$ cat src/rtl/fetch_unit.sv
// fetch_unit -- instruction fetch front end.
//
// Turns each address loaded into the PC register into one instruction-memory
// request, keeps fetches in order in a small buffer, and hands {pc, instr,
// fault} to decode over valid/ready. The PC register is throttled through
// pc_en_o so no more than DEPTH fetches are ever outstanding. A flush drops
// every buffered and in-flight fetch; responses still owed by memory for the
// dropped requests are swallowed by a drop counter.
//
// Ports
//   clk_i, rst_i                 clock, synchronous active-high reset
//   pc_valid_i, pc_i             freshly loaded PC (one-cycle pulse per load)
//   pc_en_o                      load enable for the PC register
//   flush_i                      redirect; PC register loads the target this cycle
//   imem_req_valid_o/ready_i/addr_o   fetch request
//   imem_rsp_valid_i/data_i/err_i     in-order fetch response (no ready)
//   dec_valid_o/ready_i/pc_o/instr_o/fault_o   decode handoff
module fetch_unit #(
    parameter int XLEN  = 32,
    parameter int ILEN  = 32,
    parameter int DEPTH = 2
) (
    input  logic            clk_i,
    input  logic            rst_i,
    input  logic            pc_valid_i,
    input  logic [XLEN-1:0] pc_i,
    output logic            pc_en_o,
    input  logic            flush_i,
    output logic            imem_req_valid_o,
    input  logic            imem_req_ready_i,
    output logic [XLEN-1:0] imem_req_addr_o,
    input  logic            imem_rsp_valid_i,
    input  logic [ILEN-1:0] imem_rsp_data_i,
    input  logic            imem_rsp_err_i,
    output logic            dec_valid_o,
    input  logic            dec_ready_i,
    output logic [XLEN-1:0] dec_pc_o,
    output logic [ILEN-1:0] dec_instr_o,
    output logic            dec_fault_o
);

    localparam int CW = $clog2(DEPTH + 1);   // inflight / drop counters
    localparam int PW = $clog2(DEPTH) + 1;   // buffer pointers incl. wrap bit
    localparam int IW = PW - 1;              // buffer index

    typedef struct packed {
        logic [XLEN-1:0] pc;
        logic [ILEN-1:0] instr;
        logic            err;
    } entry_t;

    entry_t [DEPTH-1:0] buf_q;

    logic [CW-1:0]   inflight_q, inflight_d;
    logic [CW-1:0]   drop_q, drop_d;
    logic            pend_q, pend_d;
    logic [XLEN-1:0] pend_pc_q, pend_pc_d;
    logic [PW-1:0]   alloc_q, alloc_d;
    logic [PW-1:0]   fill_q, fill_d;
    logic [PW-1:0]   pop_q, pop_d;

    logic req_fire, dec_fire, rsp_keep, pend_next;
    logic [IW-1:0] alloc_idx, fill_idx, pop_idx;

    assign alloc_idx = alloc_q[IW-1:0];
    assign fill_idx  = fill_q[IW-1:0];
    assign pop_idx   = pop_q[IW-1:0];

    assign imem_req_valid_o = pend_q;
    assign imem_req_addr_o  = pend_pc_q;
    assign req_fire         = pend_q && imem_req_ready_i;

    assign dec_valid_o = (pop_q != fill_q);
    assign dec_pc_o    = buf_q[pop_idx].pc;
    assign dec_instr_o = buf_q[pop_idx].instr;
    assign dec_fault_o = buf_q[pop_idx].err;

    // A handshake in the flush cycle is discarded along with everything else.
    assign dec_fire = dec_valid_o && dec_ready_i && !flush_i;

    // Responses owed to dropped requests arrive first; only keep once they
    // have all drained.
    assign rsp_keep = imem_rsp_valid_i && (drop_q == '0) && !flush_i;

    // Grant a load only if the pending slot will be free by the time the new
    // PC shows up next cycle. A flush always loads the redirect target.
    assign pend_next = (pend_q && !req_fire) || pc_valid_i;
    assign pc_en_o   = flush_i || (!rst_i && (inflight_q < CW'(DEPTH)) && !pend_next);

    always_comb begin
        pend_d     = pend_q;
        pend_pc_d  = pend_pc_q;
        alloc_d    = alloc_q;
        fill_d     = fill_q;
        pop_d      = pop_q;
        drop_d     = drop_q;
        inflight_d = inflight_q;

        if (flush_i) begin
            // pc_valid_i here belongs to the old stream and is ignored.
            pend_d     = 1'b0;
            alloc_d    = '0;
            fill_d     = '0;
            pop_d      = '0;
            // Everything memory still owes us: unfilled allocations, plus the
            // request leaving now, minus the response arriving now.
            drop_d     = drop_q + CW'(alloc_q - fill_q) + CW'(req_fire)
                         - CW'(imem_rsp_valid_i);
            // The redirect load granted this cycle.
            inflight_d = CW'(1);
        end else begin
            if (pc_valid_i) begin
                pend_d    = 1'b1;
                pend_pc_d = pc_i;
            end else if (req_fire) begin
                pend_d = 1'b0;
            end
            if (req_fire) alloc_d = alloc_q + PW'(1);
            if (rsp_keep) fill_d  = fill_q + PW'(1);
            if (dec_fire) pop_d   = pop_q + PW'(1);
            if (imem_rsp_valid_i && (drop_q != '0)) drop_d = drop_q - CW'(1);
            inflight_d = inflight_q + CW'(pc_en_o) - CW'(dec_fire);
        end
    end

    always_ff @(posedge clk_i) begin
        if (rst_i) begin
            inflight_q <= '0;
            drop_q     <= '0;
            pend_q     <= 1'b0;
            pend_pc_q  <= '0;
            alloc_q    <= '0;
            fill_q     <= '0;
            pop_q      <= '0;
            buf_q      <= '0;
        end else begin
            inflight_q <= inflight_d;
            drop_q     <= drop_d;
            pend_q     <= pend_d;
            pend_pc_q  <= pend_pc_d;
            alloc_q    <= alloc_d;
            fill_q     <= fill_d;
            pop_q      <= pop_d;
            if (req_fire && !flush_i) buf_q[alloc_idx].pc <= pend_pc_q;
            if (rsp_keep) begin
                buf_q[fill_idx].instr <= imem_rsp_data_i;
                buf_q[fill_idx].err   <= imem_rsp_err_i;
            end
        end
    end

endmodule
$ cat config.mk
export PLATFORM = sky130hd
export DESIGN_NAME = fetch_unit
export DESIGN_NICKNAME = d
export VERILOG_FILES = /design/src/rtl/fetch_unit.sv
export SDC_FILE = /design/constraint.sdc
export NUM_CORES = 1
export LEC_CHECK = 0
export CELL_PAD_IN_SITES_DETAIL_PLACEMENT = 0
export CELL_PAD_IN_SITES_GLOBAL_PLACEMENT = 1
export CORE_UTILIZATION = 33
export CTS_CLUSTER_DIAMETER = 80
export DETAILED_ROUTE_END_ITERATION = 8
export PLACE_DENSITY_LB_ADDON = 0.08
export REMOVE_ABC_BUFFERS = 1
export SYNTH_ARGS = -nofsm -noshare
export SYNTH_HDL_FRONTEND = slang
export SYNTH_SLANG_ARGS = --single-unit
$ cat constraint.sdc
create_clock -name clk_i -period 2.55 [get_ports clk_i]
set_input_delay 0.51 -clock clk_i [delete_from_list [all_inputs] [get_ports clk_i]]
set_output_delay 0.51 -clock clk_i [all_outputs]
set_load 0.01 [all_outputs]
* After elaboration in Yosys (flattened, before gate mapping)
Index checks and enable logic that the tools add are counted.
** Storage, ports and cells
- Logic and storage cells :: 75
- Bits of input ports :: 72
- Bits in registers :: 173
- Output and inout bits :: 100
** Operators by class
- Mux-type cells :: 19
- Add/sub/neg operators :: 10
- Bitwise logic cells :: 1
- Reduce and logical (&&, ||, !) cells :: 24
- $lt $le $gt $ge :: 6
- Eq/ne operators :: 1
** Operators by type and width (number)
- $bwmux W130 :: 3
- $mux W130 :: 3
- $demux W65 S1 :: 3
- $mux W65 :: 3
- $mux W33 :: 1
- $logic_and A1 B1 Y1 :: 12
- $add A2 B1 Y2 const B :: 3
- $lt A1 B2 Y1 const B :: 3
- $reduce_bool A2 Y1 :: 3
- $add A2 B1 Y2 :: 2
- $logic_not A1 Y1 :: 4
- $mux W1 :: 4
- $mux W2 :: 2
- $sub A2 B1 Y2 :: 2
- $add A2 B2 Y2 :: 1
- $ge A1 B1 Y1 const B :: 2
- $logic_not A2 Y1 :: 1
- $logic_or A1 B1 Y1 :: 2
- $lt A2 B2 Y1 const B :: 1
- $ne A2 B2 Y1 :: 1
- $reduce_and A2 Y1 :: 1
- $reduce_or A2 Y1 :: 1
- $sub A2 B1 Y2 const B :: 1
- $sub A2 B2 Y2 :: 1
- $not A1 Y1 :: 1

* Logic depth before layout (Yosys ltp)
Gate-level depths: netlist of the first run.
- Depth in word-level cells :: 10
- Gate-level depth with buffers :: 11
- Mapped depth without buffers :: 9

* Worst setup path before layout of the first run
OpenSTA, ideal clock, no wires.
- Path kind :: input -> register
- Start :: input port imem_rsp_valid_i
- End :: register drop_q[1]
- Cell stages on the path :: 9
- Setup time :: 0.083 ns
- Required time :: 2.467 ns
- Slack :: 0.068 ns
- Data arrival time :: 2.399 ns
- Path buffers :: 0
- Cells stage by stage :: inv_1 -> fa_1 -> inv_1 -> fa_1 -> inv_1 -> fa_1 -> xor2_1 -> nand2b_1 -> o221ai_1
** On the way
- Word-level cells in the longest chain between the ends :: 2
- Elaborated cells on any way between the ends :: 4
- Classes of those cells :: add/sub: 1; mux: 1; reduce/logical: 2
** Ends and longest elaborated chain
- start, declared :: RTL line 32 : input logic imem_rsp_valid_i,
- $sub A2 B1 Y2 or $logic_and A1 B1 Y1 (tied branches) :: RTL line 108, 121
- $mux W2 or $reduce_bool A2 Y1 (tied branches)
- end signal, assigned :: RTL line 138 : drop_q <= drop_d;
- end, declared :: RTL line 55 : logic [CW-1:0] drop_q, drop_d;
Parallel ways exist; a longest one is shown, timed or not.
A chain may end at the register's enable or synchronous reset.

* Final worst setup path of the first run
- Start :: input port imem_req_ready_i
- End :: output port pc_en_o
** On the way
- Word-level cells in the longest chain between the ends :: 7
** Ends and longest elaborated chain
- start, declared :: RTL line 30 : input logic imem_req_ready_i,
- $logic_and A1 B1 Y1 :: RTL line 71 : assign req_fire = pend_q && imem_req_ready_i;
- $logic_not A1 Y1 :: RTL line 87 : assign pend_next = (pend_q && !req_fire) || pc_valid_i;
- $logic_and A1 B1 Y1 :: RTL line 87
- $logic_or A1 B1 Y1 :: RTL line 87
- $logic_not A1 Y1 :: RTL line 88 : assign pc_en_o = flush_i || (!rst_i && (inflight_q < CW'(DEPTH)) && !pend_next);
- $logic_and A1 B1 Y1 :: RTL line 88
- $logic_or A1 B1 Y1 :: RTL line 88
- end, declared :: RTL line 27 : output logic pc_en_o,
No other way between the ends.

==> results.txt, run 1 <==
initial core utilization -> 34.0%
Top delay family on crit path -> buffers and inverters
fin crit share -> 95.8%
drt wl/cell -> 14.9 um
final worst setup slack -> 106 ps
layout cells sized above 1 -> 14.7%
synthesized area -> 7240 um^2
max cap viols -> 0
Pins Over Slew Limit -> 0
vias in the first global route -> 6,001
Initial DRT Pass Iterations -> 4
antenna cells -> 0
clock skew -> 10.0 ps
detailed router's first-iteration violation count -> 258
Final Hold Fails -> 0
post-synth cell types -> 35
Crit Path Max Fanout -> 2
slew margin rel. -> 43.6%
worst path cell trace -> clkdlybuf4s50_1, inv_1, a21oi_2, a21o_1, clkdlybuf4s50_1
H-tree depth -> 4
Port Buffers -> 171
post-route antenna net violation count -> 0
Tot GR Track Use -> 17.8%
most frequent cells in the layout -> nand2_1 (327), dfxtp_1 (172), clkdlybuf4s50_1 (169)
Sw Ratio -> 24.3%
sequential power share -> 46.7%
CP peak stage delay -> 550 ps
clock network power share -> 41.8%
first-pass GRT wire length -> 31.1 mm
DP Area -> 9200 um^2
startpoint types -> input pin
post-placement worst setup slack -> -552 ps
Syn. warnings -> 0
final worst path period need -> 2440 ps
kind of critical path -> input pin to output port
IO Pins -> 172
GP Congestion -> 0.722
most common cell after layout, fill and taps aside -> nand2_1
Hold WC Path Type -> register to register
GRT met2 Usage -> 29.0%
pin slew with the least headroom to its limit -> 846 ps
DP HPWL -> 12.1 mm
CTS tree -> yes
Reg-to-Reg Start -> fill_q[0]$_SDFFE_PP0P_
CTS Hold Bufs -> 0
die height -> 150 um
GRT busiest layer -> met2
CP required -> 2040 ps
Die Footprint -> 22,500 um^2
synthesized area per cell -> 8.40 um^2
outcome -> finished clean
Area growth syn-to-layout -> 35.1%
worst skew pair latency -> 420 ps
global route total overflow -> 0
ys flop type -> dfxtp_1
number of synthesized flops with an enable pin -> 0
cell repeated most along the worst path -> clkdlybuf4s50_1
worst flop-to-flop path endpoint -> drop_q[1]$_SDFFE_PP0P_
Slowest cell on crit path -> clkdlybuf4s50_1
hold_sp -> buf_q[14]$_SDFFE_PP0P_
fill count -> 2,135
antenna violations before repair -> 0
RSZ-0062 raised after global routing -> no
total wire length -> 19.3 mm
Core Rows -> 53
clock buffer depth -> 2
r2r worst-path depth -> 9
Reg clk slew, reported paths -> 60 ps
Post-synth ARST share -> 0%
Sinks on Clock Net -> 173
Synth Instances -> 862
Min-Delay Endpoint -> buf_q[14]$_SDFFE_PP0P_
die width -> 150 um
Vias/cell -> 4.66
Seq cells post-synth -> 173
Max Freq -> 409 MHz
Hold Slack -> 451 ps
Leak Pwr -> 3.43 nW
DR vias -> 6,061
total CTS buffers -> 17
largest net degree at the start of global routing -> 166
Pint -> 4.59 mW
met1 usage -> 23.7%
register area share after synthesis -> 47.9%
hold depth -> 2
DRC Markers -> 0
VDD IR max -> 0.000361 V
CP Buf/Inv Count -> 3
met3 usage -> 3.55%
Critical Path Sink Type -> output port
Final nets -> 1,091
Psw -> 1.48 mW
internal reg-to-reg setup slack -> 160 ps
Comb power frac -> 11.4%
Setup-failing EPs final -> 0
post-route cell area -> 9780 um^2
CP arrival -> 1930 ps
clk root buf -> clkbuf_16
Placeable Area -> 21,300 um^2
PD cells -> 620 nW/um^2
==> per-layer routing <==
layer	routed length, um	vias up
met1	9370	2814
met4	185	0
met3	827	15
met5	0	-
met2	8930	114
li1	-	3118
==> synthesized netlist by cell type (2+ instances only) <==
master	count	area share, %
a21oi_1	145	10
a21oi_2	19	2.3
and4b_1	2	0.28
and4bb_2	2	0.35
buf_2	33	2.3
buf_4	4	0.41
buf_6	8	1.2
buf_8	3	0.62
clkbuf_1	17	0.88
dfxtp_1	173	48
fa_1	3	0.83
ha_1	3	0.52
inv_1	12	0.62
mux2_2	67	10
nand2_1	327	17
nand2b_1	2	0.17
nand3_1	2	0.14
nand4bb_1	2	0.31
nor2_1	12	0.62
nor2b_1	3	0.26
xnor2_1	8	0.97
xor2_1	2	0.24
==> how the worst max path moves through the flow <==
| stage | startpoint | end | cells past startpoint |
|---|---|---|---|
| 6_report | imem_req_ready_i | pc_en_o | 5 |
| 5_1_grt | imem_rsp_valid_i | drop_q[1]$_SDFFE_PP0P_ | 10 |
| 2_1_floorplan | pop_q[0]$_SDFFE_PP0P_ | inflight_q[1]$_SDFF_PP0_ | 9 |
| 3_5_place_dp | imem_rsp_valid_i | drop_q[1]$_SDFFE_PP0P_ | 10 |
| 3_3_place_gp | imem_rsp_valid_i | drop_q[1]$_SDFFE_PP0P_ | 10 |
| 4_1_cts | imem_req_ready_i | pc_en_o | 5 |
==> cells by family after synthesis <==
kind of cell / share of synthesized area, %
adder cells (fa/ha/maj): 1.35
XOR/XNOR: 1.52
AO/OA/AOI/OAI: 12.8
buffers and inverters: 6.12
flip-flops: 47.9
multiplexers: 10.6
AND/OR/NAND/NOR: 19.8
==> power groups by stage <==
stage	clock (mW)	combinational, mW	sequential (mW)
floorplan	0	0.277	2.90
global placement	0	0.697	2.90
detailed placement	0	0.697	2.90
CTS	2.63	0.705	2.84
global route	2.75	0.765	2.85
finish	2.54	0.694	2.84
==> tightest hold or removal path, delay by kind of cell, from the launching register on <==
family	cells	cell delay (ps)
flip-flops	1	310
AND/OR/NAND/NOR	1	50
AO/OA/AOI/OAI	1	50
==> area by class of cell <==
type | count | area [um^2] | share of cell area, %
flip-flops and latches | 173 | 3470 | 35.5
clock buffers | 23 | 488 | 4.99
clock inverters | 8 | 83.8 | 0.857
multi-input cells | 611 | 3340 | 34.1
inverters | 12 | 45.0 | 0.461
well taps | 275 | 344 | 3.52
repair buffers | 198 | 2010 | 20.6
==> registers in the layout, summed over array words and instances (netlist names) <==
signal	cells
buf_q	130
imem_req_addr_o	32
alloc_q	2
drop_q	2
fill_q	2
inflight_q	2
pop_q	2
imem_req_valid_o	1
==> stage by stage <==
step | power, mW | cells | setup TNS [ps] | utilization, %
6_report | 6.07 | 1300 | 0 | 45.9
3_5_place_dp | 3.60 | 1268 | -1010 | 43.2
5_1_grt | 6.36 | 1300 | 0 | 45.9
3_3_place_gp | 3.60 | 1268 | -937 | 43.2
2_1_floorplan | 3.18 | 796 | -14330 | -
4_1_cts | 6.17 | 1300 | 0 | 45.9
==> what timing repair did <==
| item | 4_1_cts | 5_1_grt |
|---|---|---|
| endpoints found under the setup margin | 45 | 1 |
| gates resized for setup | 1 | 1 |
| buffers inserted | 1 | 0 |
| pin swaps | 1 | 0 |
(Power assumes the default switching activity.)
==> run 2: changes to the inputs <==
--- a/config.mk
+++ b/config.mk
@@ -8,4 +8,5 @@
 export CELL_PAD_IN_SITES_DETAIL_PLACEMENT = 0
 export CELL_PAD_IN_SITES_GLOBAL_PLACEMENT = 1
+export CORE_MARGIN = 2
 export CORE_UTILIZATION = 33
 export CTS_CLUSTER_DIAMETER = 80
==> constraint.sdc (replaced) <==
create_clock -name clk_i -period 2.55 [get_ports clk_i]
set_input_delay 0.255 -clock clk_i [delete_from_list [all_inputs] [get_ports clk_i]]
set_output_delay 0.255 -clock clk_i [all_outputs]
set_load 0.01 [all_outputs]
==> run 2 against run 1 <==
Final area down 0.72%. Sequential power barely moved. Global-route usage down 1.1 points. Die area is 2.7% higher. Clock skew rose by 2.8 ps. Final cell count decreased by 0.15%.
==> results.txt, run 2 (synthesis results as in run 1) <==
Final Hold Fails -> 0 (unchanged)
Die Footprint -> 23,100 um^2 (+2.7%)
CP arrival -> 2140 ps (+210 ps)
outcome -> finished clean
DRC Markers -> 0 (unchanged)
fin crit share -> 94.0% (-1.8 points)
RSZ-0062 raised after global routing -> no
total wire length -> 19.2 mm (-0.73%)
post-route antenna net violation count -> 0 (unchanged)
clock buffer depth -> 2 (unchanged)
post-route cell area -> 9710 um^2 (-0.72%)
Core Rows -> 54 (+1.9%)
Top delay family on crit path -> buffers and inverters
Placeable Area -> 21,700 um^2 (+1.9%)
Reg clk slew, reported paths -> 70 ps (about the same)
CTS tree -> yes
most common cell after layout, fill and taps aside -> nand2_1
setup TNS -> 0 ps (unchanged)
Hold Slack -> 131 ps (-320 ps)
Critical Path Sink Type -> output port
die height -> 152 um (+1.3%)
Max Freq -> 417 MHz (+2.0%)
Hold WC Path Type -> input pin to register
PD cells -> 639 nW/um^2 (+2.9%)
vias in the first global route -> 5,936 (-1.1%)
detailed router's first-iteration violation count -> 179 (-31%)
H-tree depth -> 4 (unchanged)
Tot GR Track Use -> 16.6% (-1.1 points)
layout cells sized above 1 -> 14.1% (-0.59 points)
post-cts resize count -> 0 (-1)
GP Congestion -> 0.730 (+1.0%)
die width -> 152 um (+1.3%)
CTS Hold Bufs -> 0 (unchanged)
kind of critical path -> register to output port
Port Buffers -> 171 (unchanged)
final worst path period need -> 2400 ps (-46.8 ps)
Leak Pwr -> 3.39 nW (-1.3%)
most frequent cells in the layout -> nand2_1 (327), dfxtp_1 (172), clkdlybuf4s50_1 (170)
first-pass GRT wire length -> 31.4 mm (+0.98%)
Crit Path Max Fanout -> 31 (+29)
IO Pins -> 172 (unchanged)
global route total overflow -> 0 (unchanged)
Initial DRT Pass Iterations -> 4 (unchanged)
Final Util -> 44.8% (-1.2 points)
Final nets -> 1,084 (-0.64%)
max cap viols -> 0 (unchanged)
DP Area -> 9100 um^2 (-1.0%)
DP HPWL -> 12.1 mm (about the same)
startpoint types -> register
slew margin rel. -> 61.2% (+18 points)
Vias/cell -> 4.62 (-0.85%)
Area growth syn-to-layout -> 34.2%
Sinks on Clock Net -> 173 (unchanged)
clk root buf -> clkbuf_16
Pins Over Slew Limit -> 0 (unchanged)
clock skew -> 12.8 ps (+2.80 ps)
Total Power -> 6.20 mW (+2.2%)
VDD IR max -> 0.000360 V (-0.34%)
initial core utilization -> 33.4% (-0.63 points)
largest net degree at the start of global routing -> 112 (-33%)
Reg with most FFs -> buf_q
total CTS buffers -> 17 (unchanged)
worst skew pair latency -> 420 ps (about the same)
Slowest cell on crit path -> dfxtp_4
Setup Buffers After CTS -> 0 (-1)
Setup-failing EPs final -> 0 (unchanged)
CP required -> 2300 ps (+260 ps)
CP Buf/Inv Count -> 2 (-1)
worst path cell trace -> buf_12, mux2_2, clkdlybuf4s50_1
pin slew with the least headroom to its limit -> 582 ps (-264 ps)
CP peak stage delay -> 570 ps (+20 ps)
DR vias -> 6,000 (-1.0%)
antenna violations before repair -> 0 (unchanged)
antenna cells -> 0 (unchanged)
max reg flops -> 130 (unchanged)
drt wl/cell -> 14.8 um (-0.58%)
-- run 2: cell count changes in the layout (fill, tap and decap cells not counted), sizes merged --
cell,previous run,this run
buf,28,21
bufinv,1,3
clkbuf,23,19
clkdlybuf4s50,169,170
dlygate4sd2,1,0
inv,13,15
-- run 2: power breakdown --
| part | internal [mW] | leakage (nW) | switching (mW) |
|---|---|---|---|
| registers | 2.78 | 1.40 | 0.0597 |
| clock network | 1.57 | 0.286 | 1.11 |
| logic | 0.356 | 1.70 | 0.325 |
| total | 4.71 | 3.39 | 1.49 |
-- run 2: layer usage --
| layer | GRT usage [%] | part of all wire [%] | vias up |
|---|---|---|---|
| met5 | 0 | 0 | - |
| met4 | 5.07 | 1.1 | 0 |
| met3 | 3.45 | 3.4 | 16 |
| met2 | 27.0 | 47 | 104 |
| met1 | 22.4 | 49 | 2785 |
| li1 | - | - | 3095 |
-- run 2: final cells by class --
class,count,area (um^2)
clock buffer,19,443
timing repair buffer,191,1910
sequential,173,3470
clock inverter,12,161
fill,2164,12000
multi-input combinational,611,3330
inverter,12,45.0
tap,280,350
-- run 2: worst paths after layout --
check / startpoint / to / depth (start not counted) / slack [ps]
min: rst_i / buf_q[40]$_SDFFE_PP0P_ / 2 / 130
max: pop_q[0]$_SDFFE_PP0P_ / dec_pc_o[2] / 3 / 150
max reg2reg: fill_q[0]$_SDFFE_PP0P_ / drop_q[1]$_SDFFE_PP0P_ / 9 / 170
min reg2reg: buf_q[14]$_SDFFE_PP0P_ / buf_q[14]$_SDFFE_PP0P_ / 2 / 450
-- run 2: through the flow --
| stage | instances | worst slack [ps] |
|---|---|---|
| 4_1_cts | 1298 | 97.7 |
| 3_5_place_dp | 1267 | -300 |
| 2_1_floorplan | 796 | -658 |
| 6_report | 1298 | 153 |
| 3_3_place_gp | 1267 | -232 |
| 5_1_grt | 1298 | 65.6 |
-- run 2: worst reg2reg max path: cells and delay by family (launching register included) --
family,cells,cell delay [ps]
compound gates,1,110
fa+ha+maj,3,1330
buf+inv,3,190
flops,1,320
xor+xnor,1,180
simple gates,1,130
==> run 3: changes to the inputs <==
ABC_AREA = 1   (was default)
CORE_UTILIZATION = 32   (was 33)
==> run 3 against run 2 <==
Setup slack about the same. Non-clock buffer count down 2. Final cell count up 9.2%. Critical path depth up 1. Synthesized cell count up 14%. Area after synthesis down 2.1%. Fmax about the same. Critical endpoint is now dec_instr_o[18].
==> results.txt, run 3 <==
internal reg-to-reg setup slack -> 210 ps (+40 ps)
most common cell after layout, fill and taps aside -> nor2_1
Seq cells post-synth -> 173 (unchanged)
IO Pins -> 172 (unchanged)
Leak Pwr -> 4.10 nW (+21%)
drt wl/cell -> 13.9 um (-5.7%)
worst flop-to-flop path endpoint -> drop_q[1]$_SDFFE_PP0P_
clock skew -> 12.5 ps (-0.277 ps)
slew margin rel. -> 52.3% (-8.9 points)
most frequent cells in the layout -> nor2_1 (257), o21ai_0 (190), dfxtp_1 (172)
startpoint types -> register
total CTS buffers -> 17 (unchanged)
Setup Buffers After CTS -> 0 (unchanged)
Crit Path Max Fanout -> 60 (+94%)
met3 usage -> 4.86% (+1.4 points)
ys flop type -> dfxtp_1
post-route antenna net violation count -> 0 (unchanged)
total wire length -> 19.7 mm (+2.9%)
Area growth syn-to-layout -> 35.8%
post-cts resize count -> 0 (unchanged)
H-tree depth -> 4 (unchanged)
Sinks on Clock Net -> 173 (unchanged)
GP Congestion -> 0.704 (-3.6%)
Port Buffers -> 171 (unchanged)
die height -> 153 um (+0.45%)
hold depth -> 3 (+1)
Area contributors post-synth -> dfxtp_1 (49%), nor2_1 (14%), o21ai_0 (13%)
global route total overflow -> 0 (unchanged)
DRC Markers -> 0 (unchanged)
setup TNS -> 0 ps (unchanged)
initial core utilization -> 32.6% (-0.81 points)
Critical Path Sink Type -> output port
GRT busiest layer -> met2
Synth Instances -> 980 (+14%)
Pins Over Slew Limit -> 0 (unchanged)
Core Rows -> 54 (unchanged)
post-synth cell types -> 26 (-26%)
Placeable Area -> 21,800 um^2 (+0.31%)
Vias/cell -> 4.52 (-2.3%)
clk root buf -> clkbuf_16
Final nets -> 1,202 (+11%)
post-synth top area share -> 48.9% (+1.0 points)
synthesized area per cell -> 7.23 um^2 (-14%)
Setup-failing EPs final -> 0 (unchanged)
CP arrival -> 2140 ps (about the same)
layout cells sized above 1 -> 6.60% (-7.5 points)
Min-Delay Endpoint -> imem_req_addr_o[3]$_SDFFE_PP0P_
launch point of the worst path -> pop_q[0]$_SDFFE_PP0P_
vias in the first global route -> 6,098 (+2.7%)
RSZ-0062 raised after global routing -> no
r2r worst-path depth -> 12 (+3)
kind of critical path -> register to output port
DP Area -> 9020 um^2 (-0.89%)
pin slew with the least headroom to its limit -> 715 ps (+132 ps)
hold_sp -> pc_i[3]
number of synthesized flops with an enable pin -> 0 (unchanged)
fin crit share -> 94.0% (about the same)
VDD IR max -> 0.000420 V (+17%)
Tot GR Track Use -> 17.0% (+0.32 points)
Max Freq -> 417 MHz (about the same)
Die Footprint -> 23,300 um^2 (+0.90%)
Initial DRT Pass Iterations -> 4 (unchanged)
Hold WC Path Type -> input pin to register
CTS tree -> yes
Reg-to-Reg Start -> fill_q[0]$_SDFFE_PP0P_
outcome -> finished clean
final worst path period need -> 2400 ps (-0.384 ps)
met1 usage -> 22.8% (+0.43 points)
Final Hold Fails -> 0 (unchanged)
commonest cells in the netlist -> nor2_1 (258), o21ai_0 (190), dfxtp_1 (173)
Syn. warnings -> 0 (unchanged)
DR vias -> 6,399 (+6.7%)
register area share after synthesis -> 48.9% (+1.0 points)
Synth area leader -> dfxtp_1
largest net degree at the start of global routing -> 63 (-44%)
post-route cell area -> 9620 um^2 (-0.97%)
clock buffer depth -> 2 (unchanged)
synthesized area -> 7080 um^2 (-2.1%)
worst skew pair latency -> 430 ps (about the same)
PD cells -> 647 nW/um^2 (+1.3%)
detailed router's first-iteration violation count -> 260 (+45%)
count leader, synth -> nor2_1
max reg flops -> 130 (unchanged)
CP required -> 2300 ps (about the same)
die width -> 153 um (+0.45%)
Post-synth ARST share -> 0% (unchanged)
Reg clk slew, reported paths -> 70 ps (about the same)
CTS Hold Bufs -> 0 (unchanged)
GRT met2 Usage -> 26.7% (-0.27 points)
max cap viols -> 0 (unchanged)
antenna violations before repair -> 2 (+2)
first-pass GRT wire length -> 32.2 mm (+2.7%)
antenna cells -> 0 (unchanged)
Reg with most FFs -> buf_q
DP HPWL -> 12.3 mm (+0.93%)
run 3: changes by cell type in the layout (fill, tap and decap cells not counted), sizes merged, moves of 3 or more:
cell and change:
inv +50, nor2 +259, buf -3, clkinv +4, nand2 -178, o21ai +198, a21oi -125, nand3 +3
nor2b -3, xnor2 -5, mux2 -67
run 3: stage by stage:
step	instances	util [%]	power [mW]	worst slack, ps	hold slack (ps)
after floorplan	916	-	3.23	101	327
after global placement	1385	41.5	3.66	-254	432
after detailed placement	1385	41.5	3.66	-268	437
after CTS	1417	44.2	6.33	119	384
after global routing	1417	44.2	6.50	4.27	402
final	1417	44.2	6.22	153	406
run 3: power breakdown:
part | total [mW] | switching [mW] | internal, mW
combinational | 0.716 | 0.348 | 0.368
sequential | 2.88 | 0.0708 | 2.81
clock | 2.63 | 1.12 | 1.51
run 3: cell type report:
class                      count  area (um^2)
timing repair buffer         189         1910
inverter                      63          243
clock inverter                12          135
tap                          280          350
multi-input combinational    680         3060
fill                        2287        12100
clock buffer                  20          457
sequential                   173         3460
run 3: cells by family (layout without fill, tap and decap cells):
logic type      Yosys count  count (layout)  synth area share, %
simple gates            428             428                 23.9
compound gates          239             239                 17.0
flops                   173             173                 48.9
buf+inv                 127             284                 7.98
xor+xnor                  7               7                0.866
fa+ha+maj                 6               6                 1.38
run 3: worst max-delay path: stages, from the launching register on:
cell and delay, ps:
dfxtp_2 350, clkinv_2 220, buf_12 270, o21ai_0 270, clkdlybuf4s50_1 590
run 3: per-layer routing:
metal,part of all wire [%],wire length [um]
met5,0.066,13
met1,49,9740
met4,0.92,182
met2,44,8720
met3,5.4,1080
run 3: worst max-delay path by stage:
stage / end / slack (ps) / cells after the start
6_report: dec_instr_o[18] / 150 / 4
3_5_place_dp: drop_q[1]$_SDFFE_PP0P_ / -270 / 13
4_1_cts: dec_instr_o[18] / 120 / 4
5_1_grt: drop_q[1]$_SDFFE_PP0P_ / 4 / 13
2_1_floorplan: drop_q[1]$_SDFFE_PP0P_ / 100 / 12
3_3_place_gp: drop_q[1]$_SDFFE_PP0P_ / -250 / 13
